File: src/rtl/fft_trigger_ctrl_if.sv
// fft_trigger_ctrl_if
// Groups the signals shared between the trigger controller and serial_fft:
// the observed input sample stream, the FFT status/handshake signals and
// the single-cycle capture trigger.
//   smp_r       signed real part of the input sample
//   smp_valid   input sample valid
//   fft_active  serial_fft active flag
//   fft_valid   serial_fft output valid
//   fft_ready   ready presented to serial_fft output
//   fft_trigger one-cycle trigger pulse into serial_fft
// master: controller side (drives fft_trigger).
// slave : stream / FFT side (drives everything else).
interface fft_trigger_ctrl_if #(
  parameter int DATA_W = 16
);
  logic signed [DATA_W-1:0] smp_r;
  logic                     smp_valid;
  logic                     fft_active;
  logic                     fft_valid;
  logic                     fft_ready;
  logic                     fft_trigger;

  modport master (
    input  smp_r, smp_valid, fft_active, fft_valid, fft_ready,
    output fft_trigger
  );

  modport slave (
    output smp_r, smp_valid, fft_active, fft_valid, fft_ready,
    input  fft_trigger
  );
endinterface

File: src/rtl/fft_trigger_ctrl.sv
// fft_trigger_ctrl
// Capture sequencer for serial_fft: waits for a prefill of valid samples,
// optionally for a rising threshold crossing, fires a one-cycle trigger,
// then tracks the FFT active flag and output handshake and counts frames.
// Single-shot or continuous (with holdoff) operation.
//
// Ports:
//   clk_i, rst_i        clock, synchronous active-high reset
//   start_i, stop_i     arm (from IDLE) / abort pulses; stop has priority
//   cont_i, thr_en_i    continuous mode / threshold trigger, latched at start
//   thr_i               signed threshold for the crossing detector
//   fft_if (master)     sample stream, FFT handshake, trigger output
//   busy_o              not IDLE
//   done_o              one-cycle pulse after the last beat of a frame
//   frame_cnt_o         completed frames, wraps
//   state_o             state encoding for debug
//   err_o               sticky error (active lost mid-frame, or timeout)
//
// Optional: define FFT_TRIG_TIMEOUT_EN to bound WAIT_ACT and RUN to TIMEOUT
// cycles (restarted on each state entry and accepted output beat).
//
// state    | meaning
// IDLE     | waiting for start_i
// PREFILL  | counting PREFILL valid input samples
// ARMED    | waiting for trigger condition
// TRIG     | fft_trigger high for this cycle
// WAIT_ACT | waiting for serial_fft to go active
// RUN      | counting N_POINTS output handshakes
// HOLDOFF  | idle gap before re-arming in continuous mode
module fft_trigger_ctrl #(
  parameter int N_POINTS = 64,
  parameter int DATA_W   = 16,
  parameter int PREFILL  = 32,
  parameter int HOLDOFF  = 8,
  parameter int TIMEOUT  = 1024
) (
  input  logic                     clk_i,
  input  logic                     rst_i,
  input  logic                     start_i,
  input  logic                     stop_i,
  input  logic                     cont_i,
  input  logic                     thr_en_i,
  input  logic signed [DATA_W-1:0] thr_i,
  fft_trigger_ctrl_if.master       fft_if,
  output logic                     busy_o,
  output logic                     done_o,
  output logic [15:0]              frame_cnt_o,
  output logic [2:0]               state_o,
  output logic                     err_o
);

  typedef enum logic [2:0] {
    S_IDLE     = 3'd0,
    S_PREFILL  = 3'd1,
    S_ARMED    = 3'd2,
    S_TRIG     = 3'd3,
    S_WAIT_ACT = 3'd4,
    S_RUN      = 3'd5,
    S_HOLDOFF  = 3'd6
  } state_t;

  localparam int CNT_MAX_A = (PREFILL > N_POINTS) ? PREFILL : N_POINTS;
  localparam int CNT_MAX   = (CNT_MAX_A > HOLDOFF) ? CNT_MAX_A : HOLDOFF;
  localparam int CNT_W     = $clog2(CNT_MAX + 1);

  state_t           state_q, state_d;
  logic [CNT_W-1:0] cnt_q, cnt_d;
  logic             cont_q, thr_en_q;
  logic             below_q;
  logic             done_q;
  logic [15:0]      frame_cnt_q;
  logic             err_q;

  logic beat, start_ok, crossing, cnt_last, to_hit;
  logic frame_done, err_set;

  assign beat     = fft_if.fft_valid && fft_if.fft_ready;
  assign start_ok = (state_q == S_IDLE) && start_i && !stop_i;
  // below_q means "a previous valid sample in ARMED exists and was below
  // the threshold", so the first sample after entering ARMED cannot fire.
  assign crossing = fft_if.smp_valid && below_q && (fft_if.smp_r >= thr_i);
  // Shared down-counter: loaded on state entry, terminal count at 1.
  assign cnt_last = (cnt_q == CNT_W'(1));

`ifdef FFT_TRIG_TIMEOUT_EN
  localparam int TO_W = $clog2(TIMEOUT + 1);
  logic [TO_W-1:0] to_cnt_q, to_cnt_d;

  assign to_hit = (to_cnt_q == TO_W'(1));

  always_comb begin
    to_cnt_d = to_cnt_q;
    if ((state_d != state_q) || ((state_q == S_RUN) && beat)) begin
      to_cnt_d = TO_W'(TIMEOUT);
    end else if ((state_q == S_WAIT_ACT) || (state_q == S_RUN)) begin
      to_cnt_d = to_cnt_q - TO_W'(1);
    end
  end

  always_ff @(posedge clk_i) begin
    if (rst_i) begin
      to_cnt_q <= '0;
    end else begin
      to_cnt_q <= to_cnt_d;
    end
  end
`else
  localparam int unused_timeout = TIMEOUT;
  assign to_hit = 1'b0;
`endif

  // Next-state logic
  always_comb begin
    state_d    = state_q;
    frame_done = 1'b0;
    err_set    = 1'b0;
    if (stop_i) begin
      state_d = S_IDLE;
    end else begin
      case (state_q)
        S_IDLE:     if (start_i) state_d = S_PREFILL;
        S_PREFILL:  if (fft_if.smp_valid && cnt_last) state_d = S_ARMED;
        S_ARMED:    if (!thr_en_q || crossing) state_d = S_TRIG;
        S_TRIG:     state_d = S_WAIT_ACT;
        S_WAIT_ACT: begin
          if (fft_if.fft_active) begin
            state_d = S_RUN;
          end else if (to_hit) begin
            err_set = 1'b1;
            state_d = S_IDLE;
          end
        end
        S_RUN: begin
          // The final beat completes the frame even if active drops with it.
          if (beat && cnt_last) begin
            frame_done = 1'b1;
            state_d    = cont_q ? S_HOLDOFF : S_IDLE;
          end else if (!fft_if.fft_active || (to_hit && !beat)) begin
            err_set = 1'b1;
            state_d = S_IDLE;
          end
        end
        S_HOLDOFF:  if (cnt_last) state_d = S_ARMED;
        default:    state_d = S_IDLE;
      endcase
    end
  end

  always_comb begin
    cnt_d = cnt_q;
    if (state_d != state_q) begin
      case (state_d)
        S_PREFILL: cnt_d = CNT_W'(PREFILL);
        S_RUN:     cnt_d = CNT_W'(N_POINTS);
        S_HOLDOFF: cnt_d = CNT_W'(HOLDOFF);
        default:   cnt_d = '0;
      endcase
    end else begin
      case (state_q)
        S_PREFILL: if (fft_if.smp_valid) cnt_d = cnt_q - CNT_W'(1);
        S_RUN:     if (beat) cnt_d = cnt_q - CNT_W'(1);
        S_HOLDOFF: cnt_d = cnt_q - CNT_W'(1);
        default:   cnt_d = cnt_q;
      endcase
    end
  end

  // State and datapath registers
  always_ff @(posedge clk_i) begin
    if (rst_i) begin
      state_q     <= S_IDLE;
      cnt_q       <= '0;
      cont_q      <= 1'b0;
      thr_en_q    <= 1'b0;
      below_q     <= 1'b0;
      done_q      <= 1'b0;
      frame_cnt_q <= '0;
      err_q       <= 1'b0;
    end else begin
      state_q <= state_d;
      cnt_q   <= cnt_d;
      done_q  <= frame_done;
      if (start_ok) begin
        cont_q   <= cont_i;
        thr_en_q <= thr_en_i;
      end
      if (state_q != S_ARMED) begin
        below_q <= 1'b0;
      end else if (fft_if.smp_valid) begin
        below_q <= (fft_if.smp_r < thr_i);
      end
      if (frame_done) frame_cnt_q <= frame_cnt_q + 16'd1;
      if (start_ok) begin
        err_q <= 1'b0;
      end else if (err_set) begin
        err_q <= 1'b1;
      end
    end
  end

  // Outputs; the trigger is gated so stop or reset in TRIG suppress it.
  always_comb begin
    fft_if.fft_trigger = (state_q == S_TRIG) && !stop_i && !rst_i;
    busy_o             = (state_q != S_IDLE);
    state_o            = state_q;
  end

  assign done_o      = done_q;
  assign frame_cnt_o = frame_cnt_q;
  assign err_o       = err_q;

endmodule

File: src/flat_wrapper.sv
// flat-port wrapper written by rule: the top's interface ports become plain ports
module fft_trigger_ctrl_flat 
#(
  parameter int N_POINTS = 64,
  parameter int DATA_W   = 16,
  parameter int PREFILL  = 32,
  parameter int HOLDOFF  = 8,
  parameter int TIMEOUT  = 1024
)
  (clk_i, rst_i, start_i, stop_i, cont_i, thr_en_i, thr_i, busy_o, done_o, frame_cnt_o, state_o, err_o, fft_if_smp_r, fft_if_smp_valid, fft_if_fft_active, fft_if_fft_valid, fft_if_fft_ready, fft_if_fft_trigger);
  fft_trigger_ctrl_if #(.DATA_W(DATA_W)) fft_if_i ();
  input  logic clk_i;
  input  logic rst_i;
  input  logic start_i;
  input  logic stop_i;
  input  logic cont_i;
  input  logic thr_en_i;
  input  logic signed [DATA_W-1:0] thr_i;
  output logic busy_o;
  output logic done_o;
  output logic [15:0] frame_cnt_o;
  output logic [2:0] state_o;
  output logic err_o;
  input wire logic [$bits(fft_if_i.smp_r)-1:0] fft_if_smp_r;
  input wire logic [$bits(fft_if_i.smp_valid)-1:0] fft_if_smp_valid;
  input wire logic [$bits(fft_if_i.fft_active)-1:0] fft_if_fft_active;
  input wire logic [$bits(fft_if_i.fft_valid)-1:0] fft_if_fft_valid;
  input wire logic [$bits(fft_if_i.fft_ready)-1:0] fft_if_fft_ready;
  output wire logic [$bits(fft_if_i.fft_trigger)-1:0] fft_if_fft_trigger;
  assign fft_if_i.smp_r = fft_if_smp_r;
  assign fft_if_i.smp_valid = fft_if_smp_valid;
  assign fft_if_i.fft_active = fft_if_fft_active;
  assign fft_if_i.fft_valid = fft_if_fft_valid;
  assign fft_if_i.fft_ready = fft_if_fft_ready;
  assign fft_if_fft_trigger = fft_if_i.fft_trigger;
  fft_trigger_ctrl #(.N_POINTS(N_POINTS), .DATA_W(DATA_W), .PREFILL(PREFILL), .HOLDOFF(HOLDOFF), .TIMEOUT(TIMEOUT)) u_core (.clk_i(clk_i), .rst_i(rst_i), .start_i(start_i), .stop_i(stop_i), .cont_i(cont_i), .thr_en_i(thr_en_i), .thr_i(thr_i), .fft_if(fft_if_i), .busy_o(busy_o), .done_o(done_o), .frame_cnt_o(frame_cnt_o), .state_o(state_o), .err_o(err_o));
endmodule
File: config.mk
export PLATFORM = sky130hd
export DESIGN_NAME = fft_trigger_ctrl_flat
export DESIGN_NICKNAME = d
export VERILOG_FILES = /design/src/rtl/fft_trigger_ctrl_if.sv /design/src/rtl/fft_trigger_ctrl.sv /design/src/flat_wrapper.sv
export SDC_FILE = /design/constraint.sdc
export NUM_CORES = 1
export LEC_CHECK = 0
export ABC_AREA = 1
export CORE_UTILIZATION = 48
export DETAILED_ROUTE_END_ITERATION = 8
export PLACE_DENSITY = 0.92
export SYNTH_ARGS = -nofsm -noshare
export SYNTH_HDL_FRONTEND = slang
export SYNTH_SLANG_ARGS = --single-unit
File: constraint.sdc
create_clock -name clk_i -period 3.28 [get_ports clk_i]
set_input_delay 0.984 -clock clk_i [delete_from_list [all_inputs] [get_ports clk_i]]
set_output_delay 0.984 -clock clk_i [all_outputs]
set_load 0.02 [all_outputs]
After elaboration in Yosys (flattened, before gate mapping)
Index checks and enable logic that the tools add are counted.
{ "op_classes": {"n_addsub": 2, "magnitude_cmp": 2, "eq_ne": 14, "n_mux": 22, "reduce_logical": 19} }
{ "ops": {"columns": ["cell", "n"], "rows": [
  ["case mux 7 bit (3 select lines)", 2],
  ["two-way mux 3 bit", 9],
  ["two-way mux 7 bit", 3],
  ["case mux 3 bit (7 select lines)", 1],
  ["adder 16 x 1 -> 16 bit, second input constant", 1],
  [">= comparator 16 bit", 1],
  ["less-than comparator 16 bit", 1],
  ["== test 3 bit, second input constant", 5],
  ["logical AND 1 bit", 9],
  ["== test 7 x 1 -> 1 bit, second input constant", 1],
  ["two-way mux 1 bit", 7],
  ["subtractor 7 x 1 -> 7 bit, second input constant", 1],
  ["== test 3 x 1 -> 1 bit, second input constant", 2],
  ["== test 3 x 2 -> 1 bit, second input constant", 2],
  ["inequality test 3 x 2 -> 1 bit, second input constant", 2],
  ["nonzero test 4 bit", 1],
  ["OR reduction 2 bit", 2],
  ["logical NOT 1 bit", 3],
  ["logical NOT 3 bit", 1],
  ["inequality test 3 x 1 -> 1 bit, second input constant", 1],
  ["inequality test 3 bit", 1],
  ["AND reduction 3 bit", 1],
  ["nonzero test 3 bit", 1],
  ["logical OR 1 bit", 1]
]} }
{ "word_totals": {"register_bits": 31, "input_bits": 42, "output_inout_bits": 23, "word_cells": 67} }

Longest topological paths before layout
{ "depth": {"word_depth": 9, "mapped_depth": 24, "depth_no_buf": 24} }

Worst setup path after synthesis
OpenSTA, ideal clock, no wires.
{ "synth_timing": {"path_kind": "input to output", "start": "input fft_if_fft_valid", "end": "output fft_if_fft_trigger", "arrival_time_ns": 2.049, "required_time_ns": 2.296, "path_slack_ns": 0.247, "path_stages": 8, "path_buffers": 0, "path_cell_list": "nand2_1 -> nor2_4 -> nand2_1 -> o21ai_0 -> nand2_1 -> nand2_1 -> nand2_2 -> nor3_1"} }
{ "synth_rtl": {"columns": ["element", "line", "text"], "rows": [
  ["start: declaration", "flat_wrapper.sv:27", "input wire logic [$bits(fft_if_i.fft_valid)-1:0] fft_if_fft_valid;"],
  ["end: declaration", "flat_wrapper.sv:29", "output wire logic [$bits(fft_if_i.fft_trigger)-1:0] fft_if_fft_trigger;"]
]} }

==> key figures <==
Timing
  • Final period util: 98.2%
  • Final setup vio count: 0
  • Skew final: 0.00390 ns
  • Final slew viol count: 0
  • Worst slew margin: 66.4%
  • Period minus WS final: 3.22 ns
  • Hold Fails Final Rpt: 0
  • Max Freq: 311 MHz
  • Fin Setup TNS: 0 ns
  • Slew @ Worst Pin: 0.501 ns

Route
  • Top Layer Used: met4
  • DR vias/cell: 5.26
  • # DRC: 0
  • Final WL: 6030 um
  • Vias after detailed routing: 2504
  • Metal3 WL: 252 um
  • DR iter-0 viols: 127
  • Avg WL per Cell: 12.7 um
  • Metal-1 WL: 2560 um
  • DRT Pass-1 Iters: 4
  • Met2 Wirelength: 3110 um
  • Post-route ant nets: 0

Global routing
  • Vias in the first global route: 2390
  • Initial antenna violation count: 0
  • Largest net degree at the start of global routing: 20
  • GRT Total Usage: 24.1%
  • GR Overflow Total: 0
  • First-pass GRT wire length: 9740 um

Worst setup path
  • Buffers & Inverters on Critical Path: 2
  • CP Launch Type: input port
  • Top Family by Delay on Critical Path: buffers and inverters
  • Critical Path Slowest Stage Cell: clkdlybuf4s50_1
  • Worst setup EP type: output pin
  • Critical Path Fanout Max: 2
  • CP startpoint: fft_if_fft_active
  • R2R Path Start: u_core.cnt_q[3]
  • Critical path required time: 2.30 ns
  • Type of the worst setup path: input port to output pin
  • CP peak stage delay: 0.48 ns
  • WP data arrival: 2.24 ns
  • CP Cell Sequence: clkdlybuf4s50_1 > nand2_1 > o21ai_1 > nand2_1 > nand2_2 > nand2_2 > nor3_2 > buf_4

Synth
  • Async SR Flop Fraction: 0%
  • Synth Instances: 337
  • Synth area leader: dfxtp_1
  • Synth Cell Area: 2230 um2
  • Seq/Total Area, Yosys: 27.8%
  • Post-synth EDFFs: 0
  • Register bit total from synthesis: 31
  • Top cell type's share of synthesized area: 27.8%
  • Distinct cell type count after synthesis: 35
  • Syn_area_per_cell: 6.62 um2
  • Syn nets: 398
  • Synth Warn #: 0
  • Synth area leaders: dfxtp_1, nand2_1, ha_1
  • Dominant synthesized flop cell: dfxtp_1

Placement
  • Dpl cells: 465
  • Placer Congestion: 0.857
  • Dpl cell area: 3030 um2
  • Port Buffers: 64
  • Post-detail-place hpwl: 4520 um

Cells and area
  • Most common cell after layout, fill and taps aside: nand2_1
  • Nets: 484
  • Fillers: 335
  • Register Area: 621 um2
  • Ant diodes: 0
  • Layout cells sized above 1: 14.4%
  • Finished Layout Cells: 476
  • Most frequent cells in the layout: nand2_1, clkdlybuf4s50_1, inv_1
  • Multi-input gate area: 1390 um2
  • Layout Area Growth over Synthesis: 43.4%
  • Finished Cell Area: 3200 um2

Floorplanning
  • Die height: 70.2 um
  • Die area: 4930 um2
  • # IOs: 65
  • CORE AREA: 4410 um2
  • Initial Utilization: 50.6%
  • FP Rows: 24
  • Die width: 70.2 um

Outcome
  • Outcome: finished, final reports clean

Power and ir drop
  • Total power: 988 uW
  • Cell Pwr Density: 309 nW/um2
  • Worst IR drop on VDD: 0.278 mV
  • Pleak: 0.00145 uW

Clock tree
  • Reg clk slew, reported paths: 0.07 ns
  • CTS H-Tree Depth: 2
  • Worst-skew pair later-pin latency: 0.29 ns
  • Root Buffer: clkbuf_8
  • CTS tree: yes
  • Max clock buf depth: 2
  • CTS buffer count: 5
  • Clk sinks: 31

Hold path
  • Hold WC Path Type: flip-flop to flip-flop
  • Hold Startpoint: u_core.frame_cnt_o[15]

Run
  • Max Cap Viol: 0
## metrics by stage
| stage | hold WS, ns | setup WS, ns | utilization [%] |
|---|---|---|---|
| 2_1_floorplan | 0.465 | 0.247 | - |
| 3_3_place_gp | 0.452 | -0.519 | 68.7 |
| 5_1_grt | 0.497 | -0.0288 | 72.5 |
| 3_5_place_dp | 0.463 | -0.589 | 68.7 |
| 4_1_cts | 0.473 | 0.0411 | 72.0 |
| 6_report | 0.476 | 0.0602 | 72.5 |
## path summary, 6_finish.rpt
kind,to,slack [ns],depth (start not counted)
max reg2reg,u_core.frame_cnt_o[14],0.76,18
max,fft_if_fft_trigger,0.06,8
min reg2reg,u_core.frame_cnt_o[15],0.48,2
min,u_core.frame_cnt_o[15],0.48,2
## registers in the layout, indices dropped and copies added (netlist names)
register            flops
u_core.frame_cnt_o     16
u_core.err_o            1
u_core.done_o           1
u_core.thr_en_q         1
u_core.below_q          1
u_core.cnt_q            7
u_core.state_o          3
u_core.cont_q           1
## Yosys cell counts (2+ instances only)
| cell | n |
|---|---|
| nand3_2 | 2 |
| nor3_2 | 3 |
| nor2_2 | 3 |
| a211oi_1 | 2 |
| nand4_1 | 8 |
| nor2_4 | 3 |
| inv_2 | 3 |
| a21oi_2 | 2 |
| clkbuf_1 | 2 |
| inv_1 | 60 |
| nand2_1 | 70 |
| nand3_1 | 18 |
| xor2_1 | 2 |
| ha_1 | 19 |
| nand2_2 | 4 |
| o21ai_1 | 2 |
| a21oi_1 | 19 |
| dfxtp_1 | 31 |
| o21ai_0 | 18 |
| nor4_1 | 2 |
| nor2_1 | 35 |
| nor3_1 | 14 |
| nor3b_1 | 3 |
## power breakdown
group          total, uW  leakage, uW  internal [uW]  switching, uW
combinational        202      0.00114            103           99.2
sequential           390     0.000251            384           5.70
clock                396    0.0000612            246            150
## kinds of logic after synthesis
logic type                 synth area share (%)
DFF                                        27.8
AOI/OAI and AO/OA                          12.1
and+or+nand+nor                            37.1
adders and majority gates                  10.7
buffers and inverters                      11.6
xor gates and xnor gates                  0.785
## worst reg2reg max path, stage by stage, from the launching register on
cell	delay, ns
dfxtp_1	0.34
inv_2	0.08
nand2_2	0.07
nor2_4	0.13
nand3_2	0.11
nor2_4	0.14
buf_4	0.12
buf_4	0.11
nand2_2	0.11
nor3_2	0.16
nand3_1	0.12
nor2_1	0.12
nand4_1	0.16
nor2_1	0.19
nand2_1	0.09
nor2_2	0.11
nand2_1	0.08
o21ai_1	0.12
nor2_1	0.06
## metal layers
layer | vias to the layer above | global-route usage (%)
met5 | - | 0
met4 | 0 | 9.78
met3 | 13 | 3.32
met2 | 66 | 45.9
met1 | 1160 | 26.5
li1 | 1265 | -
## final cells by class
| cell class | count | area share, % |
|---|---|---|
| multi-input combinational | 239 | 43.3 |
| inverter | 64 | 7.51 |
| tap | 52 | 2.03 |
| clock buffer | 6 | 2.58 |
| sequential | 31 | 19.4 |
| clock inverter | 2 | 1.09 |
| timing repair buffer | 82 | 24.1 |
## timing repair
item	in CTS	in global routing
hold buffers	0	0
setup endpoints to repair	1	7
hold endpoints to repair	0	0
pin swaps	5	1
setup buffers	3	0
resized for setup	12	7
Power figures use the tool's default switching activity.
